**src/rtl/tensor_stream_packer.sv**
```systemverilog
// tensor_stream_packer
//   Collects tensor elements, one per beat, into the flat packed word consumed
//   by relu_binary_clk_array (element 0 in the LSBs) and offers each finished
//   tensor downstream.
//
//   Optional feature macro: PACKER_DOUBLE_BUFFER_EN
//     undefined : single buffer, FILL/HOLD, one bubble cycle per tensor
//     defined   : a separate fill buffer keeps accepting while a tensor is held
//
//   Handshake rule (both streams): a transfer happens on a rising clk edge
//   where valid && ready are both 1. A producer holding valid keeps its payload
//   stable until that edge. in_ready depends only on internal state (and on
//   out_ready in the double-buffer build), never on in_valid.
//
//   dbg_state / dbg_cnt expose the control state for observation only.
module tensor_stream_packer #(
    parameter int DATA_WIDTH    = 8,
    parameter int BATCH_SIZE    = 1,
    parameter int CHANNELS      = 1,
    parameter int HEIGHT        = 2,
    parameter int WIDTH         = 2,
    localparam int TENSOR_SIZE  = BATCH_SIZE * CHANNELS * HEIGHT * WIDTH,
    localparam int TOTAL_WIDTH  = TENSOR_SIZE * DATA_WIDTH,
    localparam int CNT_W        = (TENSOR_SIZE > 1) ? $clog2(TENSOR_SIZE) : 1
) (
    input  logic                   clk,
    input  logic                   reset,
    input  logic [DATA_WIDTH-1:0]  in_data,
    input  logic                   in_valid,
    input  logic                   in_last,
    output logic                   in_ready,
    output logic [TOTAL_WIDTH-1:0] out_tensor,
    output logic                   out_valid,
    input  logic                   out_ready,
    output logic                   err_len,
    output logic [0:0]             dbg_state,
    output logic [CNT_W-1:0]       dbg_cnt
);

    logic [0:0]             state;
    logic [CNT_W-1:0]       cnt;
    logic [TOTAL_WIDTH-1:0] fill_buf;
    logic [TOTAL_WIDTH-1:0] base_buf;
    logic [TOTAL_WIDTH-1:0] wr_buf;
    logic                   accept;
    logic                   at_end;
    logic                   complete;
    logic                   len_bad;
    logic                   out_fire;

    assign accept    = in_valid && in_ready;
    assign at_end    = (cnt == CNT_W'(TENSOR_SIZE - 1));
    assign complete  = accept && (in_last || at_end);
    // in_last on a short tensor, or a full tensor without in_last
    assign len_bad   = accept && (in_last != at_end);
    assign out_fire  = out_valid && out_ready;
    assign dbg_state = state;
    assign dbg_cnt   = cnt;

    // Fill buffer with the incoming element dropped into lane cnt
    always_comb begin
        wr_buf = base_buf;
        wr_buf[int'(cnt) * DATA_WIDTH +: DATA_WIDTH] = in_data;
    end

    // Sticky length error, cleared only by reset
    always_ff @(posedge clk or negedge reset) begin
        if (!reset) begin
            err_len <= 1'b0;
        end else if (len_bad) begin
            err_len <= 1'b1;
        end
    end

`ifdef PACKER_DOUBLE_BUFFER_EN

    // FILL: fill_buf is a partial tensor. FULL: fill_buf holds a finished
    // tensor waiting for the output register to free up.
    localparam logic [0:0] FILL = 1'b0;
    localparam logic [0:0] FULL = 1'b1;

    assign in_ready = !((state == FULL) && out_valid && !out_ready);
    // A pending tensor leaves this cycle whenever we accept, so a new tensor
    // starts from an all-zero buffer.
    assign base_buf = (state == FULL) ? '0 : fill_buf;

    // Fill/pending buffer and output register management
    always_ff @(posedge clk or negedge reset) begin
        if (!reset) begin
            state      <= FILL;
            cnt        <= '0;
            fill_buf   <= '0;
            out_tensor <= '0;
            out_valid  <= 1'b0;
        end else if (state == FULL) begin
            if (out_fire) begin
                out_tensor <= fill_buf;
                if (complete) begin
                    fill_buf <= wr_buf;
                    cnt      <= '0;
                end else if (accept) begin
                    fill_buf <= wr_buf;
                    cnt      <= cnt + 1'b1;
                    state    <= FILL;
                end else begin
                    fill_buf <= '0;
                    state    <= FILL;
                end
            end
        end else begin
            if (complete) begin
                cnt <= '0;
                if (!out_valid || out_ready) begin
                    // Output empty or emptying now: move straight across
                    out_tensor <= wr_buf;
                    out_valid  <= 1'b1;
                    fill_buf   <= '0;
                end else begin
                    fill_buf <= wr_buf;
                    state    <= FULL;
                end
            end else begin
                if (accept) begin
                    fill_buf <= wr_buf;
                    cnt      <= cnt + 1'b1;
                end
                if (out_fire) begin
                    out_valid <= 1'b0;
                end
            end
        end
    end

`else

    // FILL: accepting elements. HOLD: finished tensor offered downstream.
    localparam logic [0:0] FILL = 1'b0;
    localparam logic [0:0] HOLD = 1'b1;

    assign in_ready = (state == FILL);
    assign base_buf = fill_buf;

    // FILL/HOLD sequencing with buffer and output register updates
    always_ff @(posedge clk or negedge reset) begin
        if (!reset) begin
            state      <= FILL;
            cnt        <= '0;
            fill_buf   <= '0;
            out_tensor <= '0;
            out_valid  <= 1'b0;
        end else begin
            case (state)
                FILL: begin
                    if (complete) begin
                        out_tensor <= wr_buf;
                        out_valid  <= 1'b1;
                        fill_buf   <= '0;
                        cnt        <= '0;
                        state      <= HOLD;
                    end else if (accept) begin
                        fill_buf <= wr_buf;
                        cnt      <= cnt + 1'b1;
                    end
                end
                default: begin
                    if (out_fire) begin
                        out_valid <= 1'b0;
                        state     <= FILL;
                    end
                end
            endcase
        end
    end

`endif

endmodule

```
**config.mk**
```make
export PLATFORM = sky130hd
export DESIGN_NAME = tensor_stream_packer
export DESIGN_NICKNAME = d
export VERILOG_FILES = /design/src/rtl/tensor_stream_packer.sv
export SDC_FILE = /design/constraint.sdc
export NUM_CORES = 1
export LEC_CHECK = 0
export ABC_CLOCK_PERIOD_IN_PS = 2700
export CAP_MARGIN = 20
export CELL_PAD_IN_SITES_DETAIL_PLACEMENT = 1
export CELL_PAD_IN_SITES_GLOBAL_PLACEMENT = 1
export CORE_AREA = 2 2 87 89
export DETAILED_ROUTE_END_ITERATION = 10
export DIE_AREA = 0 0 89 91
export DONT_BUFFER_PORTS = 1
export PLACE_DENSITY_LB_ADDON = 0.08
export SYNTH_ARGS = -nofsm -noshare
export SYNTH_HDL_FRONTEND = slang
export SYNTH_SLANG_ARGS = --single-unit
export TNS_END_PERCENT = 10
```
**constraint.sdc**
```tcl
create_clock -name clk -period 2.7 [get_ports clk]
set_clock_uncertainty 0.05 [all_clocks]
set_input_delay 0.135 -clock clk [delete_from_list [all_inputs] [get_ports clk]]
set_output_delay 0.135 -clock clk [all_outputs]
set_load 0.03 [all_outputs]
```
==> run metrics, run 1 <==
sequential fraction of the synthesis area=51.6%; WL final=8390 um; post-synth top area share=51.6%; Ports=51; Post-synth EDFFs=0; Worst EP arrival=2.56 ns; drt first-iter violations=86; Hold Slack=0.0998 ns; gr ovfl total=0; CP required=2.93 ns; run status=complete, no violations; top post-synthesis cells by count=dfrtp_1 (69), a21oi_1 (42), nor2_1 (32); endpoint class of the critical path=flop; clock-pin slew on the worst setup and hold paths=0.07 ns; DIE AREA=8100 um^2; DRT Pass-1 Iters=4; CTS Sinks=69; initial core utilization=46.8%; worst reg2reg path depth=6; DRC=0; max incr delay on CP=0.54 ns; vias in the first global route=2,776; fillers=844; placeable core area=7140 um^2; sequential power share=51.2%; synthesized cell area=3340 um^2; most area-consuming cells after synthesis=dfrtp_1 (52%), a21oi_1 (6.3%), a31oi_1 (4.3%); crit-path cells=ha_1 > inv_1 > ha_1 > inv_2 > o21ai_1 > a22o_1; PwrDens=1160 nW/um^2; Crit path buffers/inverters=2; CP delay by family, top=compound AO/OA/AOI/OAI gates; Seq cells post-synth=69; Die Span Y=91 um; synthesis-to-finish area growth=9.36%; sw frac=45.1%; # Post-CTS Setup Buffers=0; Nets=363; Worst R2R Start=dbg_cnt[0]; reg2reg setup slack=0.37 ns; # port buffers=0; number of cell rows=31; leakage=0.00155 uW; endpoints failing setup=0; max_cap viols=0; Post-Syn Instances=342; minimum clock period=2.33 ns; Main synth FF type=dfrtp_1; Die X=89 um; Critical Path Fanout Max=19; Internal Power=2320 uW; Critical Path Slowest Stage Cell=o21ai_1; Setup Total Neg Slack=0 ns; worst hold path type=input pin to flop; post-synth cell types=33; share of cells above drive strength 1=9.48%; crit start category=flop; Crit. path cell count=6; Rel. slew slack=61.2%; Fmax=429 MHz; pin count of the biggest net entering global routing=70; CP Class=flop to flop; vias=2,537; final-report max-slew violation count=0; CTS Buf Count=9; initial antenna violation count=1; dpl hpwl=5310 um; clk_lat worst skew=0.34 ns; CTS tree=done; most frequent cell after synthesis=dfrtp_1; Clk pwr share=19.7%; Ys Warns=0; post-synth top area cell=dfrtp_1; vias per cell=5.66; Synth async-reset ratio=100%; first-pass GRT wire length=14,100 um; Reg-to-Reg End=base_buf[18]; Mapped Nets=362; Antenna Violating Nets Remaining=0; syn avg cell area=9.78 um^2; worst-margin pin slew=0.578 ns; worst-case clock buffer depth=2; Sw Pwr=1910 uW; Final Hold Fails=0; wire per inst=18.7 um; Min-Delay Path Depth=3; hold path start=in_last; Final Wtd Congestion=0.769; CTS root buf=clkbuf_8; VDD IR-drop max=0.592 mV; H-tree Lvls=3; cell repeated most along the worst path=ha_1; WHS Endpoint=err_len; Comb power frac=29.1%; final worst path period share=86.3%; Tot GR Track Use=22.6%; RSZ-0062 raised after global routing=no
worst max-delay path by stage:
stage | from | end | slack (ns)
2_1_floorplan | dbg_cnt[0] | base_buf[16] | 0.32
3_3_place_gp | dbg_cnt[0] | base_buf[20] | 0.50
3_5_place_dp | dbg_cnt[0] | base_buf[18] | 0.38
4_1_cts | dbg_cnt[0] | base_buf[18] | 0.34
5_1_grt | dbg_cnt[0] | base_buf[18] | 0.18
6_report | dbg_cnt[0] | base_buf[18] | 0.37
what timing repair did:
item,CTS,global route
resized for setup,0,0
hold buffers,11,0
endpoints found under the hold margin,131,0
power by group through the flow:
stage	Sequential (uW)	Combinational, uW	Clock [uW]
final	2170	1230	833
after global placement	2180	1150	0
after global routing	2230	1400	890
after floorplan	2150	914	0
after CTS	2180	1250	848
after detailed placement	2200	1190	0
kinds of logic after synthesis:
family                     count (synthesis)  share of synthesized area [%]
AOI/OAI and AO/OA                        115                           20.4
adders and majority gates                  7                           2.62
buffers and inverters                     39                           7.93
DFF                                       69                           51.6
and+or+nand+nor                          112                           17.4
cell usage in the layout (no fill, tap or decap), types with 4 or more instances in the layout:
cell type,n
a21boi_0,7
ha_1,7
o21ai_0,17
clkinv_2,4
nor2_1,32
nor2b_1,19
nand4_1,4
buf_4,10
nand2b_1,8
o21ai_1,10
nand2_1,29
a22o_1,8
inv_1,6
clkbuf_8,10
a21oi_1,42
nand3_1,7
dlygate4sd3_1,10
dfrtp_1,69
nand3b_1,4
a31oi_1,23
worst reg2reg max path, delay by kind of cell (launching register included):
| kind | cells | cell delay [ns] |
|---|---|---|
| AO/OA/AOI/OAI | 2 | 0.78 |
| buffers and inverters | 2 | 0.32 |
| flip-flops | 1 | 0.43 |
| adder cells (fa/ha/maj) | 2 | 0.68 |
area by class of cell:
| class | instances | area [um^2] | share of cell area, % |
|---|---|---|---|
| clock inverter | 5 | 50.0 | 1.37 |
| inverter | 7 | 26.3 | 0.719 |
| antenna | 1 | 2.50 | 0.0684 |
| sequential | 69 | 1730 | 47.2 |
| timing repair buffer | 22 | 223 | 6.09 |
| multi-input combinational | 234 | 1360 | 37.3 |
| tap | 99 | 124 | 3.39 |
| clock buffer | 11 | 141 | 3.87 |
through the flow:
step                      utilization [%]  instance area [um^2]  instances  setup WS, ns  total power, uW
after floorplan                         -                  3340        342         0.315             3070
after detailed placement             46.7                  3330        420         0.378             3380
after global routing                 51.2                  3660        448         0.180             4520
after CTS                            51.2                  3650        447         0.339             4270
after global placement               46.7                  3330        420         0.497             3330
final                                51.2                  3660        448         0.370             4230
registers in the layout (all words and copies together), names as in the netlist:
signal / count
out_valid: 1
dbg_cnt: 2
base_buf: 32
out_tensor: 32
dbg_state: 1
err_len: 1
routing by layer:
| layer | GRT usage, % | share of wire (%) |
|---|---|---|
| met5 | 0 | 0 |
| met4 | 9.08 | 2.1 |
| met3 | 4.36 | 3.6 |
| met2 | 35.0 | 48 |
| met1 | 30.8 | 47 |
No activity file was read; power rests on OpenSTA's default activity.
==> run 2: changes to the inputs <==
--- a/config.mk
+++ b/config.mk
@@ -5,13 +5,14 @@
 export SDC_FILE = /design/constraint.sdc
 export NUM_CORES = 1
 export LEC_CHECK = 0
+export ABC_AREA = 1
 export ABC_CLOCK_PERIOD_IN_PS = 2700
 export CAP_MARGIN = 20
 export CELL_PAD_IN_SITES_DETAIL_PLACEMENT = 1
 export CELL_PAD_IN_SITES_GLOBAL_PLACEMENT = 1
-export CORE_AREA = 2 2 87 89
+export CORE_AREA = 2 2 89 91
 export DETAILED_ROUTE_END_ITERATION = 10
-export DIE_AREA = 0 0 89 91
+export DIE_AREA = 0 0 91 93
 export DONT_BUFFER_PORTS = 1
 export PLACE_DENSITY_LB_ADDON = 0.08
 export SYNTH_ARGS = -nofsm -noshare
==> run metrics, run 2 <==
clk_lat worst skew=0.34 ns (about the same); most common cell after layout, fill and taps aside=nand2_1 (was dfrtp_1); Ys Warns=0 (unchanged); Mapped Nets=461 (was 362); RSZ-0062 raised after global routing=no (unchanged); vias per cell=4.85 (was 5.66); Worst EP arrival=2.43 ns (was 2.56 ns); Fmax=456 MHz (was 429 MHz); Hold Slack=0.0205 ns (was 0.0998 ns); Seq cells post-synth=69 (unchanged); top post-synthesis cells by count=nand2_1 (281), dfrtp_1 (69), inv_1 (21) (was dfrtp_1 (69), a21oi_1 (42), nor2_1 (32)); CTS tree=done (unchanged); VDD IR-drop max=0.364 mV (was 0.592 mV); clock-pin slew on the worst setup and hold paths=0.08 ns (was 0.07 ns); DRC=0 (unchanged); post-synth cell types=21 (was 33); multi-input logic area=1410 um^2 (was 1360 um^2); endpoint class of the critical path=flop (unchanged); initial core utilization=44.5% (was 46.8%); max_cap viols=0 (unchanged); Setup Total Neg Slack=0 ns (unchanged); drt first-iter violations=130 (was 86); synthesis-to-finish area growth=11.7% (was 9.36%); Nets=471 (was 363); post-synth top area share=51.5% (was 51.6%); # port buffers=0 (unchanged); endpoints failing setup=0 (unchanged); Ports=51 (unchanged); Critical Path Fanout Max=8 (was 19); H-tree Lvls=3 (unchanged); share of cells above drive strength 1=7.68% (was 9.48%); Synth async-reset ratio=100% (unchanged); sequential fraction of the synthesis area=51.5% (was 51.6%); Antenna Violating Nets Remaining=0 (unchanged); vias=2,707 (was 2,537); Post-Syn Instances=441 (was 342); DRT Pass-1 Iters=4 (unchanged); most area-consuming cells after synthesis=dfrtp_1 (52%), nand2_1 (31%), ha_1 (2.6%) (was dfrtp_1 (52%), a21oi_1 (6.3%), a31oi_1 (4.3%)); Final Hold Fails=0 (unchanged); fillers=966 (was 844); number of cell rows=32 (was 31); Rel. slew slack=59.6% (was 61.2%); initial antenna violation count=0 (was 1); Main synth FF type=dfrtp_1 (unchanged); DIE AREA=8460 um^2 (was 8100 um^2); WL final=8510 um (was 8390 um); leakage=0.00216 uW (was 0.00155 uW); Tot GR Track Use=22.2% (was 22.6%); CTS Sinks=69 (unchanged); worst-case clock buffer depth=2 (unchanged); gr ovfl total=0 (unchanged); CP Class=flop to flop (unchanged); Die X=91 um (was 89 um); worst-margin pin slew=0.605 ns (was 0.578 ns); most frequent cell after synthesis=nand2_1 (was dfrtp_1); CP required=2.94 ns (was 2.93 ns); first-pass GRT wire length=14,700 um (was 14,100 um); synthesized cell area=3350 um^2 (was 3340 um^2); worst hold path type=input pin to flop (unchanged); dpl hpwl=5590 um (was 5310 um); n_diodes=0 (was 1); vias in the first global route=2,957 (was 2,776); CTS resizes=0 (unchanged); placeable core area=7530 um^2 (was 7140 um^2); final worst path period share=81.2% (was 86.3%); # Post-CTS Setup Buffers=0 (unchanged); post-synth top area cell=dfrtp_1 (unchanged); Final Wtd Congestion=0.851 (was 0.769); final-report max-slew violation count=0 (unchanged); Pwr Total=3370 uW (was 4230 uW); wire per inst=15.3 um (was 18.7 um); PwrDens=900 nW/um^2 (was 1160 nW/um^2); pin count of the biggest net entering global routing=70 (unchanged); FF/Latch Area=1730 um^2 (unchanged); most frequent cells in the layout=nand2_1 (281), dfrtp_1 (69), inv_1 (21) (was dfrtp_1 (69), a21oi_1 (42), nor2_1 (32)); syn avg cell area=7.60 um^2 (was 9.78 um^2); minimum clock period=2.19 ns (was 2.33 ns); Post-synth EDFFs=0 (unchanged); Die Span Y=93 um (was 91 um); CTS Buf Count=9 (unchanged); CTS root buf=clkbuf_8 (unchanged); crit start category=flop (unchanged); run status=complete, no violations (unchanged)
-- run 2: worst paths after layout --
kind | depth (start not counted) | slack, ns | endpoint | startpoint
max | 7 | 0.51 | base_buf[2] | dbg_cnt[1]
min | 4 | 0.02 | out_tensor[5] | in_data[5]
max reg2reg | 7 | 0.51 | base_buf[2] | dbg_cnt[1]
min reg2reg | 2 | 0.43 | base_buf[11] | base_buf[11]
max in group asynchronous | 2 | 2.03 | base_buf[27] | reset
min in group asynchronous | 2 | 0.30 | base_buf[28] | reset
-- run 2: metal layers --
layer  global-route usage (%)  up-vias  wire length [um]
li1                         -     1356                 -
met1                     28.7     1291              3990
met2                     36.4       48              3940
met3                     6.29       12               454
met4                     7.07        0               129
met5                        0        -                 0
-- run 2: cell families after synthesis --
family | count (synthesis) | share of synthesized area (%)
and+or+nand+nor | 317 | 38.3
DFF | 69 | 51.5
buffers and inverters | 41 | 6.42
AOI/OAI and AO/OA | 7 | 1.16
adders and majority gates | 7 | 2.61
-- run 2: power by group --
part	internal, uW	total [uW]	switching, uW
clock	568	967	399
sequential	1190	1520	337
combinational	236	881	646
total	1990	3370	1380
-- run 2: worst max-delay path, stage by stage (launching register included) --
cell	delay, ns
dfrtp_1	0.64
inv_1	0.19
ha_1	0.41
nor2_1	0.43
nand4_1	0.17
nand2_1	0.13
nand2_1	0.05
nand2_1	0.07
-- run 2: timing repair --
item / CTS / global route
hold buffers: 9 / 0
setup endpoints to repair: 0 / 0
endpoints found under the hold margin: 81 / 0
-- run 2: per-stage QoR --
stage               setup WS, ns  util (%)  area [um^2]  instances
finish                     0.509      49.8         3740        558
global route               0.272      49.8         3740        558
CTS                        0.489      49.8         3740        558
detailed placement         0.525      45.3         3410        533
global placement           0.549      45.3         3410        533
floorplan                  0.679         -         3350        441
-- run 2: area by class of cell --
class / count / area share, %
Clock buffer: 12 / 4.14
Sequential cell: 69 / 46.1
Tap cell: 102 / 3.41
Inverter: 26 / 2.61
Timing Repair Buffer: 14 / 4.21
Multi-Input combinational cell: 331 / 37.7
Clock inverter: 4 / 1.87
==> run 3: changes to the inputs <==
--- a/config.mk
+++ b/config.mk
@@ -6,13 +6,13 @@
 export NUM_CORES = 1
 export LEC_CHECK = 0
 export ABC_AREA = 1
-export ABC_CLOCK_PERIOD_IN_PS = 2700
+export ABC_CLOCK_PERIOD_IN_PS = 1800
 export CAP_MARGIN = 20
 export CELL_PAD_IN_SITES_DETAIL_PLACEMENT = 1
 export CELL_PAD_IN_SITES_GLOBAL_PLACEMENT = 1
-export CORE_AREA = 2 2 89 91
+export CORE_AREA = 2 2 94 96
 export DETAILED_ROUTE_END_ITERATION = 10
-export DIE_AREA = 0 0 91 93
+export DIE_AREA = 0 0 96 98
 export DONT_BUFFER_PORTS = 1
 export PLACE_DENSITY_LB_ADDON = 0.08
 export SYNTH_ARGS = -nofsm -noshare
==> constraint.sdc (replaced) <==
create_clock -name clk -period 1.8 [get_ports clk]
set_clock_uncertainty 0.05 [all_clocks]
set_input_delay 0.09 -clock clk [delete_from_list [all_inputs] [get_ports clk]]
set_output_delay 0.09 -clock clk [all_outputs]
set_load 0.03 [all_outputs]
==> run metrics, run 3 (synthesis gave the netlist of run 2 again) <==
final instance area=3880 um^2 (was 3740 um^2); most common cell after layout, fill and taps aside=nand2_1 (unchanged); DRC=0 (unchanged); drt first-iter violations=80 (was 130); vias per cell=4.79 (was 4.85); endpoints failing setup=0 (unchanged); Setup Total Neg Slack=0 ns (unchanged); gr ovfl total=0 (unchanged); n_diodes=0 (unchanged); leakage=0.00222 uW (was 0.00216 uW); number of cell rows=34 (was 32); area post-placement=3520 um^2 (was 3410 um^2); CTS root buf=clkbuf_8 (unchanged); Rel. slew slack=76.0% (was 59.6%); DIE AREA=9410 um^2 (was 8460 um^2); CP required=2.03 ns (was 2.94 ns); Die X=96 um (was 91 um); minimum clock period=1.68 ns (was 2.19 ns); first-pass GRT wire length=15,300 um (was 14,700 um); Final Wtd Congestion=0.887 (was 0.851); vias in the first global route=3,046 (was 2,957); CP Class=flop to flop (unchanged); non-filler instance count after layout=578 (was 558); Die Span Y=98 um (was 93 um); worst-margin pin slew=0.360 ns (was 0.605 ns); max incr delay on CP=0.45 ns (was 0.64 ns); PwrDens=1340 nW/um^2 (was 900 nW/um^2); clk_lat worst skew=0.35 ns (was 0.34 ns); placed cell count=550 (was 533); most frequent cells in the layout=nand2_1 (281), dfrtp_1 (68), inv_1 (20) (was nand2_1 (281), dfrtp_1 (69), inv_1 (21)); endpoint class of the critical path=flop (unchanged); final-report max-slew violation count=0 (unchanged); # port buffers=0 (unchanged); crit-path cells=inv_1 > ha_1 > inv_1 > nand2_1 > nor2_1 > nand2_1 > nand2_1 > nand2_1 > nand2_1 (was inv_1 > ha_1 > nor2_1 > nand4_1 > nand2_1 > nand2_1 > nand2_1); Fmax=595 MHz (was 456 MHz); worst hold path type=input pin to flop (unchanged); dpl hpwl=6360 um (was 5590 um); final worst path period share=93.4% (was 81.2%); Nets=485 (was 471); Critical Path Fanout Max=5 (was 8); share of cells above drive strength 1=10.2% (was 7.68%); VDD IR-drop max=0.735 mV (was 0.364 mV); max_cap viols=0 (unchanged); Pwr Total=5190 uW (was 3370 uW); Critical Path Slowest Stage Cell=dfrtp_1 (unchanged); run status=complete, no violations (unchanged); clock-pin slew on the worst setup and hold paths=0.07 ns (was 0.08 ns); Ports=51 (unchanged); Worst EP arrival=1.91 ns (was 2.43 ns); pin count of the biggest net entering global routing=70 (unchanged); vias=2,767 (was 2,707); WL final=8980 um (was 8510 um); CTS Buf Count=9 (unchanged); Final Hold Fails=0 (unchanged); Tot GR Track Use=21.0% (was 22.2%); cell repeated most along the worst path=nand2_1 (unchanged); worst-case clock buffer depth=2 (unchanged); crit start category=flop (unchanged); wire per inst=15.5 um (was 15.3 um); Antenna Violating Nets Remaining=0 (unchanged); CTS Sinks=69 (unchanged); initial antenna violation count=0 (unchanged); synthesis-to-finish area growth=15.7% (was 11.7%); Hold Slack=0.0225 ns (was 0.0205 ns); placeable core area=8470 um^2 (was 7530 um^2); H-tree Lvls=3 (unchanged); CTS tree=done (unchanged); initial core utilization=39.6% (was 44.5%); DRT Pass-1 Iters=4 (unchanged)
## run 3: cell type report
class	count	area, um^2
timing repair buffer	28	283
fill	1059	4590
tap	108	135
clock inverter	4	72.6
sequential	69	1730
clock buffer	12	135
multi-input combinational	331	1430
inverter	26	100
## run 3: stage by stage
step / util [%] / worst slack, ns
final: 45.8 / 0.118
after global routing: 45.8 / -0.00366
after CTS: 45.6 / 0.0684
after detailed placement: 41.6 / 0.0912
after global placement: 41.6 / 0.146
after floorplan: - / 0.00773
## run 3: final timing paths
check                      slack, ns          from            to  cells after the start
max in group asynchronous       1.12         reset    dbg_cnt[0]                      2
max                             0.12    dbg_cnt[1]  base_buf[26]                      9
min                             0.02    in_data[1]  base_buf[17]                      6
max reg2reg                     0.12    dbg_cnt[1]  base_buf[26]                      9
min reg2reg                     0.43  base_buf[10]  base_buf[10]                      2
min in group asynchronous       0.24         reset     out_valid                      2
## run 3: timing repair
item                       in CTS  in global routing
hold endpoints to repair       86                  0
buffers inserted                0                  0
gates resized for setup         0                  4
hold buffers                   12                  0
setup endpoints to repair       0                 39
## run 3: routing by layer
layer  global-route usage, %  wire (um)  vias to the layer above
met1                    27.6       4250                     1332
met4                    6.26        115                        0
met2                    34.5       4240                       45
li1                        -          -                     1381
met5                       0          0                        -
met3                    4.40        365                        9
## run 3: critical path: cells and delay by family, from the launching register on
family | cells | cell delay, ns
adders and majority gates | 1 | 0.23
and+or+nand+nor | 6 | 0.62
buffers and inverters | 2 | 0.26
DFF | 1 | 0.45
## run 3: where the power goes
| part | total, uW | leakage [uW] | switching, uW | internal, uW |
|---|---|---|---|---|
| registers | 2220 | 0.000945 | 437 | 1780 |
| clock network | 1370 | 0.000101 | 588 | 781 |
| logic | 1610 | 0.00117 | 1100 | 505 |
| total | 5190 | 0.00222 | 2130 | 3070 |
